===== src/rtl/mem_bist_pkg.sv =====
// Shared types and constants for the March C- RAM self-test sequencer.
// MEM_BIST_CHECKERBOARD_EN selects checkerboard backgrounds instead of solid 0/1.
package mem_bist_pkg;

  // Element states share their encoding with the reported element number.
  typedef enum logic [2:0] {
    ST_M0   = 3'd0,
    ST_M1   = 3'd1,
    ST_M2   = 3'd2,
    ST_M3   = 3'd3,
    ST_M4   = 3'd4,
    ST_M5   = 3'd5,
    ST_IDLE = 3'd6,
    ST_DONE = 3'd7
  } state_e;

  localparam logic [2:0] ELEM_M0 = 3'd0;
  localparam logic [2:0] ELEM_M1 = 3'd1;
  localparam logic [2:0] ELEM_M2 = 3'd2;
  localparam logic [2:0] ELEM_M3 = 3'd3;
  localparam logic [2:0] ELEM_M4 = 3'd4;
  localparam logic [2:0] ELEM_M5 = 3'd5;

  localparam logic [63:0] BG_SOLID   = 64'h0;
  localparam logic [63:0] BG_CHECKER = {32{2'b01}};

`ifdef MEM_BIST_CHECKERBOARD_EN
  localparam logic [63:0] BG0_WORD = BG_CHECKER;
`else
  localparam logic [63:0] BG0_WORD = BG_SOLID;
`endif

  // M0 and M5 touch each address once, M1..M4 twice.
  function automatic int unsigned total_ops(input int unsigned aw);
    return 10 * (1 << aw);
  endfunction

  function automatic logic elem_down(input state_e s);
    return (s == ST_M3) || (s == ST_M4);
  endfunction

endpackage


===== src/rtl/mem_bist_addr_gen.sv =====
// Up/down address counter for the BIST sequencer; direction is latched on load
// so the terminal flag always refers to the element currently running.
module mem_bist_addr_gen #(
  parameter int Addr_width = 7
) (
  input  logic                  clk,
  input  logic                  rst,
  input  logic                  load,
  input  logic                  step,
  input  logic                  down,
  output logic [Addr_width-1:0] addr,
  output logic                  last
);

  localparam logic [Addr_width-1:0] ONE = {{(Addr_width-1){1'b0}}, 1'b1};

  logic [Addr_width-1:0] addr_q, addr_d;
  logic                  dir_q, dir_d;

  assign addr = addr_q;
  assign last = dir_q ? (addr_q == '0) : (addr_q == '1);

  always_comb begin
    addr_d = addr_q;
    dir_d  = dir_q;
    if (load) begin
      dir_d  = down;
      addr_d = down ? '1 : '0;
    end else if (step && !last) begin
      addr_d = dir_q ? addr_q - ONE : addr_q + ONE;
    end
  end

  always_ff @(posedge clk or posedge rst) begin
    if (rst) begin
      addr_q <= '0;
      dir_q  <= 1'b0;
    end else begin
      addr_q <= addr_d;
      dir_q  <= dir_d;
    end
  end

endmodule


===== src/rtl/mem_bist_ctrl.sv =====
// March C- self-test sequencer for a single-port RAM, one operation per clock.
// Backgrounds come from mem_bist_pkg (MEM_BIST_CHECKERBOARD_EN selects checkerboard).
module mem_bist_ctrl
  import mem_bist_pkg::*;
#(
  parameter int Data_width = 32,
  parameter int Addr_width = 7
) (
  input  logic                  clk,
  input  logic                  rst,
  input  logic                  start,
  output logic                  mem_we,
  output logic [Addr_width-1:0] mem_address,
  output logic [Data_width-1:0] mem_d,
  input  logic [Data_width-1:0] mem_q,
  output logic                  busy,
  output logic                  done,
  output logic                  pass,
  output logic [Addr_width-1:0] fail_address,
  output logic [Data_width-1:0] fail_data,
  output logic [2:0]            fail_element
);

  localparam logic [Data_width-1:0] B0 = BG0_WORD[Data_width-1:0];
  localparam logic [Data_width-1:0] B1 = ~B0;

  state_e                state_q, state_d;
  logic                  we_q, we_d;
  logic [Data_width-1:0] d_q, d_d, exp_q, exp_d;
  logic                  done_q, done_d, pass_q, pass_d;
  logic [Addr_width-1:0] faddr_q, faddr_d;
  logic [Data_width-1:0] fdata_q, fdata_d;
  logic [2:0]            felem_q, felem_d;
  logic                  ag_load, ag_step, ag_down, ag_last, fail_cap;

  function automatic logic [Data_width-1:0] rd_pat(input state_e s);
    return ((s == ST_M2) || (s == ST_M4)) ? B1 : B0;
  endfunction

  function automatic logic [Data_width-1:0] wr_pat(input state_e s);
    return ((s == ST_M1) || (s == ST_M3)) ? B1 : B0;
  endfunction

  mem_bist_addr_gen #(.Addr_width(Addr_width)) u_addr_gen (
    .clk  (clk),
    .rst  (rst),
    .load (ag_load),
    .step (ag_step),
    .down (ag_down),
    .addr (mem_address),
    .last (ag_last)
  );

  always_comb begin
    state_d  = state_q;
    we_d     = we_q;
    d_d      = d_q;
    exp_d    = exp_q;
    done_d   = done_q;
    pass_d   = pass_q;
    faddr_d  = faddr_q;
    fdata_d  = fdata_q;
    felem_d  = felem_q;
    ag_load  = 1'b0;
    ag_step  = 1'b0;
    ag_down  = 1'b0;
    fail_cap = 1'b0;
    case (state_q)
      ST_IDLE, ST_DONE: begin
        we_d = 1'b0;
        if (start) begin
          state_d = ST_M0;
          ag_load = 1'b1;
          we_d    = 1'b1;
          d_d     = B0;
          done_d  = 1'b0;
          pass_d  = 1'b0;
          faddr_d = '0;
          fdata_d = '0;
          felem_d = '0;
        end
      end
      ST_M0: begin
        if (!ag_last) begin
          ag_step = 1'b1;
        end else begin
          state_d = ST_M1;
          ag_load = 1'b1;
          we_d    = 1'b0;
          exp_d   = B0;
        end
      end
      ST_M5: begin
        if (mem_q != exp_q) begin
          fail_cap = 1'b1;
        end else if (!ag_last) begin
          ag_step = 1'b1;
        end else begin
          state_d = ST_DONE;
          done_d  = 1'b1;
          pass_d  = 1'b1;
          we_d    = 1'b0;
        end
      end
      default: begin
        // M1..M4: read then write at each address.
        if (!we_q) begin
          if (mem_q != exp_q) begin
            fail_cap = 1'b1;
          end else begin
            we_d = 1'b1;
            d_d  = wr_pat(state_q);
          end
        end else if (!ag_last) begin
          ag_step = 1'b1;
          we_d    = 1'b0;
          exp_d   = rd_pat(state_q);
        end else begin
          state_d = state_e'(state_q + 3'd1);
          ag_load = 1'b1;
          ag_down = elem_down(state_d);
          we_d    = 1'b0;
          exp_d   = rd_pat(state_d);
        end
      end
    endcase
    if (fail_cap) begin
      state_d = ST_DONE;
      we_d    = 1'b0;
      done_d  = 1'b1;
      pass_d  = 1'b0;
      faddr_d = mem_address;
      fdata_d = mem_q;
      felem_d = state_q;
    end
  end

  always_ff @(posedge clk or posedge rst) begin
    if (rst) begin
      state_q <= ST_IDLE;
      we_q    <= 1'b0;
      d_q     <= '0;
      exp_q   <= '0;
      done_q  <= 1'b0;
      pass_q  <= 1'b0;
      faddr_q <= '0;
      fdata_q <= '0;
      felem_q <= '0;
    end else begin
      state_q <= state_d;
      we_q    <= we_d;
      d_q     <= d_d;
      exp_q   <= exp_d;
      done_q  <= done_d;
      pass_q  <= pass_d;
      faddr_q <= faddr_d;
      fdata_q <= fdata_d;
      felem_q <= felem_d;
    end
  end

  assign mem_we       = we_q;
  assign mem_d        = d_q;
  assign busy         = (state_q != ST_IDLE) && (state_q != ST_DONE);
  assign done         = done_q;
  assign pass         = pass_q;
  assign fail_address = faddr_q;
  assign fail_data    = fdata_q;
  assign fail_element = felem_q;

endmodule


===== config.mk =====
export PLATFORM = sky130hd
export DESIGN_NAME = mem_bist_ctrl
export DESIGN_NICKNAME = d
export VERILOG_FILES = /design/src/rtl/mem_bist_pkg.sv /design/src/rtl/mem_bist_addr_gen.sv /design/src/rtl/mem_bist_ctrl.sv
export SDC_FILE = /design/constraint.sdc
export NUM_CORES = 1
export LEC_CHECK = 0
export BUFFER_PORTS_ARGS = -buffer_cell sky130_fd_sc_hd__buf_2
export CELL_PAD_IN_SITES_DETAIL_PLACEMENT = 0
export CELL_PAD_IN_SITES_GLOBAL_PLACEMENT = 1
export CORE_AREA = 8 8 112 114
export CTS_BUF_LIST = sky130_fd_sc_hd__clkbuf_4
export CTS_CLUSTER_SIZE = 8
export DETAILED_ROUTE_END_ITERATION = 6
export DIE_AREA = 0 0 120 122
export HOLD_SLACK_MARGIN = 0.15
export PLACE_DENSITY_LB_ADDON = 0.1
export SLEW_MARGIN = 30
export SYNTH_ARGS = -nofsm -noshare
export SYNTH_HDL_FRONTEND = slang
export SYNTH_HIERARCHICAL = 1
export SYNTH_SLANG_ARGS = --single-unit

===== constraint.sdc =====
create_clock -name clk -period 8.8 [get_ports clk]
set_input_delay 2.64 -clock clk [delete_from_list [all_inputs] [get_ports clk]]
set_output_delay 2.64 -clock clk [all_outputs]
set_load 0.01 [all_outputs]

==> results.yml, run 1 <==
outcome:
  status: "complete, no violations"
global_route:
  grt_pass1_wl_um: 18100
  grt_overflow: 0
  antenna_found_initial: 0
  grt_max_degree: 51
  grt_pass1_vias: 3395
  grt_usage_pct: 15.4
power:
  power_density_nw_per_um2: 347
  pwr-share-seq_pct: 32.5
  p_switching_mw: 0.708
  comb_power_share_pct: 56.3
  vdd_drop_max_mv: 0.137
  p_clk_share_pct: 11.2
  switching_share_pct: 47.8
  p_leak_nw: 2.04
  fin_total_pwr_mw: 1.48
  internal-power_mw: 0.774
setup_path:
  crit_end: "u_addr_gen/addr[1]"
  startpoint: "mem_q[18]"
  path_class: "primary input to flop"
  reg2reg_slack_ns: 5.33
  end_kind: "flop"
  rr_worst_depth: 10
  r2r_end: "u_addr_gen/addr[6]"
  timing.rr.start: "state_q[0]"
  arrival_ns: 5.49
  cp_max_fo: 10
  critPathLaunchType: "primary input"
  cp.required_ns: 9.13
detailed_routing:
  first_pass_iters: 4
  drt_iter0_markers: 219
  drc: 0
  viasPerCell: 5.19
  antenna_left: 0
  avgRoutedWirePerCell_um: 17.8
  wl_um: 11300
  vias: 3292
place:
  place_congestion: 0.809
  place_hpwl_um: 7960
  post_dp_cell_area_um2: 4170
  portBuffers: 119
synthesis:
  syn_nets: 457
  synth_edf_count: 0
  synth_top_area_share_pct: 38.4
  yosys_warnings: 6
  netlist_top_cells_count: "60 x nand2_1, 56 x dfrtp_1, 42 x o211ai_1"
  yosysUniqueCellTypes: 51
  yosys.area.top_type: "dfrtp_1"
  netlist_instances: 410
  syn_area_per_cell_um2: 8.90
  synth_most_common_cell: "nand2_1"
  async_flop_share_pct: 100
  synth_flop_cell: "dfrtp_1"
  synth_seq_area_share_pct: 39.8
  ys_ff_latch: 58
  syn-cell-area_um2: 3650
  ys_top_cells_by_area: "dfrtp_1 38%, o211ai_1 8.6%, buf_4 6.4%, nand2_1 6.2%, o21ai_1 5.5%"
hold_path:
  hp-class: "flop to flop"
cts:
  clock_latency_ns: 0.41
  clock_path_buffers: 2
  cts_tree: "yes"
  path_clk_slew_ns: 0.10
  cts_setup_buffers: 0
  cts_inserted_buffers: 9
  cts_htree_levels: 3
  ctsHoldBuffers: 0
  post_cts_resize_count: 0
  cts.sinks: 58
  cts_root_buf: "clkbuf_4"
final_layout:
  drive_above_1_share_pct: 32.8
  multi_input_area_um2: 1850
  seq_area_um2: 1450
  num_antenna_cells: 0
  fillers: 1130
  syn_to_final_growth_pct: 17.1
  design_area_um2: 4280
  fin_nets: 537
  final_util_pct: 40.0
floorplan:
  dieHeight_um: 122
  num_rows: 38
  num_io_pins: 120
  dieArea_um2: 14600
  core_um2: 10700
  fp.dieW_um: 120
  initial_core_util_pct: 34.1
timing:
  worst_pin_slew_ns: 0.787
  finClkSkew_ns: 0.0129
  setup_viol: 0
  rsz0062_at_grt: "false"
  drv_slew: 0
  fin_crit_sh_pct: 58.6
  relSlewSlack_pct: 46.9
  period_minus_slack_ns: 5.16
  setup_tns_ns: 0
  hold_violations: 0
  fmax_ghz: 0.194
job:
  maxCapViolations: 0
-- worst max-delay path: stages --
cell     delay, ns
buf_2         0.11
or4_1         0.54
nor4_2        0.43
o22ai_4       0.12
or3_1         0.39
a21oi_1       0.14
inv_1         0.06
or3_1         0.57
mux2_4        0.38
o21ai_2       0.11
-- through the flow --
step           setup WS [ns]  std cells  hold WS, ns
2_1_floorplan           3.67        410        0.547
3_3_place_gp            3.24        618        0.502
3_5_place_dp            3.22        619        0.504
4_1_cts                 3.63        634        0.522
5_1_grt                 3.53        634        0.542
6_report                3.64        634        0.517
-- final cells by class --
class,count,area share [%]
Tap cell,140,4.10
Clock inverter,4,0.468
Inverter,15,1.32
Timing Repair Buffer,124,15.0
Clock buffer,11,1.93
Multi-Input combinational cell,282,43.2
Sequential cell,58,34.0
-- worst min-delay path by stage --
stage / from / endpoint / cells past startpoint
CTS: fail_data[19] / fail_data[19] / 2
floorplan: fail_address[0] / fail_address[0] / 2
global placement: fail_data[18] / fail_data[18] / 2
detailed placement: fail_data[28] / fail_data[28] / 2
finish: fail_data[19] / fail_data[19] / 2
global route: fail_data[21] / fail_data[21] / 2
-- cell usage in the layout, fill, tap and decap left out, types with 5 or more instances in the layout --
master and n:
clkbuf_4 11, o21ai_0 9, or3_1 6, buf_2 119
nor3_1 7, nand3_1 5, o211ai_1 42, a21oi_1 13
nand2_1 60, o21ai_1 40, dfrtp_1 56, nor2_1 11
ha_1 11, nand4_1 6, mux2i_1 8, inv_1 13
-- kinds of logic after synthesis --
group	synth area share, %
simple gates	17.7
buf+inv	10.9
xor+xnor	0.480
fa+ha+maj	4.32
mux	3.22
flops	39.8
compound gates	23.6
-- flip-flops by register name, summed over array words and instances (netlist names), 3 cells and up --
signal / count
fail_data: 32
u_addr_gen/addr: 7
fail_address: 7
fail_element: 3
state_q: 3
-- per-layer routing --
layer | vias up | track usage, % | part of all wire, %
li1 | 1630 | - | -
met1 | 1568 | 19.4 | 45
met2 | 87 | 25.4 | 47
met3 | 7 | 4.21 | 6.3
met4 | 0 | 4.61 | 0.81
met5 | - | 0 | 0
-- power by group through the flow --
| stage | logic (mW) | registers [mW] | clock network [mW] |
|---|---|---|---|
| floorplan | 0.536 | 0.511 | 0 |
| global placement | 0.827 | 0.487 | 0 |
| detailed placement | 0.846 | 0.490 | 0 |
| CTS | 0.849 | 0.484 | 0.171 |
| global route | 0.937 | 0.499 | 0.187 |
| finish | 0.835 | 0.482 | 0.165 |
Note: power is estimated with default switching activity, not from simulation.
==> run 2, diff against run 1 <==
==> constraint.sdc (replaced) <==
create_clock -name clk -period 4.7 [get_ports clk]
set_input_delay 1.41 -clock clk [delete_from_list [all_inputs] [get_ports clk]]
set_output_delay 1.41 -clock clk [all_outputs]
set_load 0.01 [all_outputs]
==> results.yml, run 2 (same netlist as run 1, synthesis figures left out) <==
final_layout:
  mostFrequentLayoutCells: "119 x buf_2, 60 x nand2_1, 56 x dfrtp_1"
  fin_nets: 538
  syn_to_final_growth_pct: 17.2
  num_antenna_cells: 0
  drive_above_1_share_pct: 32.5
  final_util_pct: 40.0
  layout_commonest_cell: "buf_2"
  largest_reg_flops: 32
power:
  power_density_nw_per_um2: 653
  vdd_drop_max_mv: 0.247
  p_leak_nw: 2.05
setup_path:
  cp.required_ns: 5.05
  worstPathCellList: "buf_2 > or4_1 > nor4_2 > o22ai_4 > or3_1 > a21oi_1 > inv_1 > or3_1 > mux2_4 > o21ai_2"
  arrival_ns: 4.30
  path_class: "primary input to flop"
  cp_max_fo: 10
  crit_slowest_cell: "or3_1"
  cpMostUsedCell: "or3_1"
  critPathLaunchType: "primary input"
  end_kind: "flop"
  cp_slowest_stage_delay_ns: 0.58
cts:
  post_cts_resize_count: 0
  cts_htree_levels: 3
  path_clk_slew_ns: 0.10
  clock_path_buffers: 2
  cts_setup_buffers: 0
  cts_root_buf: "clkbuf_4"
  clock_latency_ns: 0.42
  cts_tree: "yes"
  ctsHoldBuffers: 0
  cts_inserted_buffers: 9
  cts.sinks: 58
timing:
  timing.hold.ws_ns: 0.516
  relSlewSlack_pct: 49.7
  drv_slew: 0
  period_minus_slack_ns: 3.96
  fmax_ghz: 0.253
  finClkSkew_ns: 0.0170
  worst_pin_slew_ns: 0.746
  hold_violations: 0
  rsz0062_at_grt: "false"
  fin_crit_sh_pct: 84.2
  setup_tns_ns: 0
  setup_viol: 0
  fin_ws_ns: 0.743
detailed_routing:
  wl_um: 11400
  drt_iter0_markers: 219
  antenna_left: 0
  first_pass_iters: 4
  avgRoutedWirePerCell_um: 17.9
  drc: 0
  viasPerCell: 5.19
  vias: 3295
global_route:
  grt_usage_pct: 15.8
  grt_max_degree: 45
  grtUsageMet1_pct: 20.5
  busiest_layer: "met2"
  grt_pass1_wl_um: 18700
  grtUsageMet3_pct: 4.16
  grt_pass1_vias: 3406
  grt_use_met2_pct: 25.5
  antenna_found_initial: 0
  grt_overflow: 0
outcome:
  status: "complete, no violations"
floorplan:
  dieArea_um2: 14600
  num_rows: 38
  core_um2: 10700
  dieHeight_um: 122
  fp.dieW_um: 120
  initial_core_util_pct: 34.1
  num_io_pins: 120
place:
  place_hpwl_um: 8130
  place_congestion: 0.827
  portBuffers: 119
  pre_cts_slack_ns: 0.336
hold_path:
  hp-class: "flop to flop"
job:
  maxCapViolations: 0
run 2: cell types whose count changed in the layout (fill, tap and decap cells not counted), sizes merged:
cell / change
clkinv: +3
clkbuf: -2
buf: +1
clkinvlp: -1
run 2: report_power, final:
| group | internal, mW | leakage [nW] | switching (mW) |
|---|---|---|---|
| Clock | 0.0970 | 0.0555 | 0.191 |
| Sequential | 0.727 | 0.724 | 0.177 |
| Combinational | 0.631 | 1.27 | 0.970 |
run 2: final cells by class:
class / instances / area (um^2)
clock buffer: 9 / 67.6
clock inverter: 6 / 25.0
fill: 1121 / 6420
timing repair buffer: 125 / 661
inverter: 15 / 56.3
multi-input combinational: 282 / 1840
tap: 140 / 175
sequential: 58 / 1450
run 2: through the flow:
step,area (um^2),power [mW],std cells
finish,4280,2.79,635
CTS,4280,2.83,635
detailed placement,4190,2.53,620
global route,4280,3.06,635
global placement,4160,2.46,619
floorplan,3650,1.96,410
run 2: final timing paths:
| check | from | to | slack, ns | depth (start not counted) |
|---|---|---|---|---|
| max | mem_q[18] | u_addr_gen/addr[1] | 0.74 | 10 |
| min in group asynchronous | rst | u_addr_gen/addr[2] | 0.94 | 2 |
| min reg2reg | fail_data[16] | fail_data[16] | 0.52 | 2 |
| max in group asynchronous | rst | state_q[1] | 2.77 | 3 |
| min | fail_data[16] | fail_data[16] | 0.52 | 2 |
| max reg2reg | state_q[0] | u_addr_gen/addr[6] | 1.29 | 10 |
run 2: routing by layer:
layer / share of wire (%) / up-vias
li1: - / 1629
met1: 47 / 1589
met2: 47 / 68
met3: 4.5 / 9
met4: 0.90 / 0
met5: 0 / -
run 2: critical path, delay by kind of cell:
kind | cells | cell delay [ns]
AOI/OAI and AO/OA | 3 | 0.35
buffers and inverters | 2 | 0.17
muxes | 1 | 0.37
and+or+nand+nor | 4 | 1.99
==> run 3, diff against run 2 <==
==> constraint.sdc (replaced) <==
create_clock -name clk -period 3.8 [get_ports clk]
set_input_delay 1.14 -clock clk [delete_from_list [all_inputs] [get_ports clk]]
set_output_delay 1.14 -clock clk [all_outputs]
set_load 0.01 [all_outputs]
==> results.yml, run 3 (same netlist as run 1, synthesis figures left out) <==
outcome:
  status: "complete, no violations"
timing:
  fin_crit_sh_pct: 93.6
  setup_viol: 0
  period_minus_slack_ns: 3.55
  drv_slew: 0
  rsz0062_at_grt: "false"
  setup_tns_ns: 0
  fin_ws_ns: 0.245
  hold_violations: 0
  fmax_ghz: 0.281
  worst_pin_slew_ns: 0.643
  relSlewSlack_pct: 57.1
  finClkSkew_ns: 0.0175
floorplan:
  dieHeight_um: 122
  num_io_pins: 120
  core_um2: 10700
  dieArea_um2: 14600
  fp.dieW_um: 120
  initial_core_util_pct: 34.1
  num_rows: 38
final_layout:
  largest_reg_flops: 32
  layout_commonest_cell: "buf_2"
  num_antenna_cells: 0
  syn_to_final_growth_pct: 22.8
  seq_area_um2: 1450
  mostFrequentLayoutCells: "119 x buf_2, 60 x nand2_1, 56 x dfrtp_1"
  fillers: 1153
  final_util_pct: 41.9
  multi_input_area_um2: 1840
  fin_nets: 562
  drive_above_1_share_pct: 36.3
  fin_cells: 660
  design_area_um2: 4480
cts:
  cts.sinks: 58
  cts_tree: "yes"
  cts_root_buf: "clkbuf_4"
  cts_htree_levels: 3
  path_clk_slew_ns: 0.11
  ctsHoldBuffers: 0
  clock_path_buffers: 2
  clock_latency_ns: 0.40
  post_cts_resize_count: 0
  cts_inserted_buffers: 9
  cts_setup_buffers: 0
place:
  placed_cells: 644
  post_dp_cell_area_um2: 4380
  pre_cts_slack_ns: -0.169
  place_congestion: 0.834
  portBuffers: 119
  place_hpwl_um: 8370
setup_path:
  timing.rr.start: "exp_q[30]"
  path_class: "primary input to flop"
  cp_slowest_stage_delay_ns: 0.55
  cp.required_ns: 4.08
  cp_max_fo: 7
  crit_slowest_cell: "or4_1"
  end_kind: "flop"
  arrival_ns: 3.83
  startpoint: "mem_q[18]"
  critPathLaunchType: "primary input"
  worstPathCellList: "buf_2 > or4_1 > nor4_2 > buf_4 > o22ai_4 > or3_1 > a21oi_1 > inv_1 > or3_1 > buf_4 > mux2i_1 > a21oi_1"
global_route:
  antenna_found_initial: 0
  grt_usage_pct: 15.5
  grt_pass1_wl_um: 18400
  grt_pass1_vias: 3498
  grt_overflow: 0
  grt_max_degree: 45
power:
  power_density_nw_per_um2: 785
  p_leak_nw: 2.17
  vdd_drop_max_mv: 0.325
detailed_routing:
  drc: 0
  first_pass_iters: 4
  wl_um: 11200
  avgRoutedWirePerCell_um: 17.0
  vias: 3413
  viasPerCell: 5.17
  antenna_left: 0
  drt_iter0_markers: 239
hold_path:
  hp-class: "flop to flop"
  worstHoldStart: "fail_data[25]"
job:
  maxCapViolations: 0
-- run 3: cell types whose count changed in the layout (fill, tap and decap cells not counted), sizes merged --
cell      previous run  this run
clkinvlp             0         2
buf                125       149
clkinv               6         4
clkbuf               9        10
-- run 3: worst paths after layout --
path,depth (start not counted),slack [ns],end
hold / removal,2,0.52,fail_data[25]
hold reg to reg,2,0.52,fail_data[25]
setup / recovery,12,0.25,u_addr_gen/addr[3]
setup reg to reg,10,0.78,u_addr_gen/addr[3]
min in group asynchronous,2,0.68,u_addr_gen/addr[2]
max in group asynchronous,3,2.31,state_q[2]
-- run 3: metal layers --
layer | up-vias | global-route usage (%) | share of wire (%)
li1 | 1680 | - | -
met1 | 1631 | 19.1 | 44
met2 | 88 | 26.0 | 48
met3 | 14 | 3.93 | 5.9
met4 | 0 | 5.00 | 1.6
met5 | - | 0 | 0
-- run 3: cell type report --
type                            count  area share (%)
Tap cell                          140            3.91
Multi-Input combinational cell    282            41.1
Sequential cell                    58            32.4
Clock buffer                       10            1.67
Clock inverter                      6           0.753
Inverter                           15            1.26
Timing Repair Buffer              149            18.9
-- run 3: power breakdown --
part | total, mW | switching, mW | leakage, nW | internal (mW)
logic | 2.02 | 1.18 | 1.39 | 0.841
clock network | 0.375 | 0.239 | 0.0596 | 0.136
registers | 1.12 | 0.221 | 0.724 | 0.899
-- run 3: through the flow --
stage / power, mW / hold slack (ns)
2_1_floorplan: 2.42 / 0.547
3_3_place_gp: 3.08 / 0.502
3_5_place_dp: 3.19 / 0.507
6_report: 3.52 / 0.519
5_1_grt: 3.87 / 0.544
4_1_cts: 3.59 / 0.522
-- run 3: worst max-delay path, delay by kind of cell --
| kind | cells | cell delay [ns] |
|---|---|---|
| buf+inv | 4 | 0.54 |
| mux | 1 | 0.14 |
| simple gates | 4 | 1.70 |
| compound gates | 3 | 0.29 |
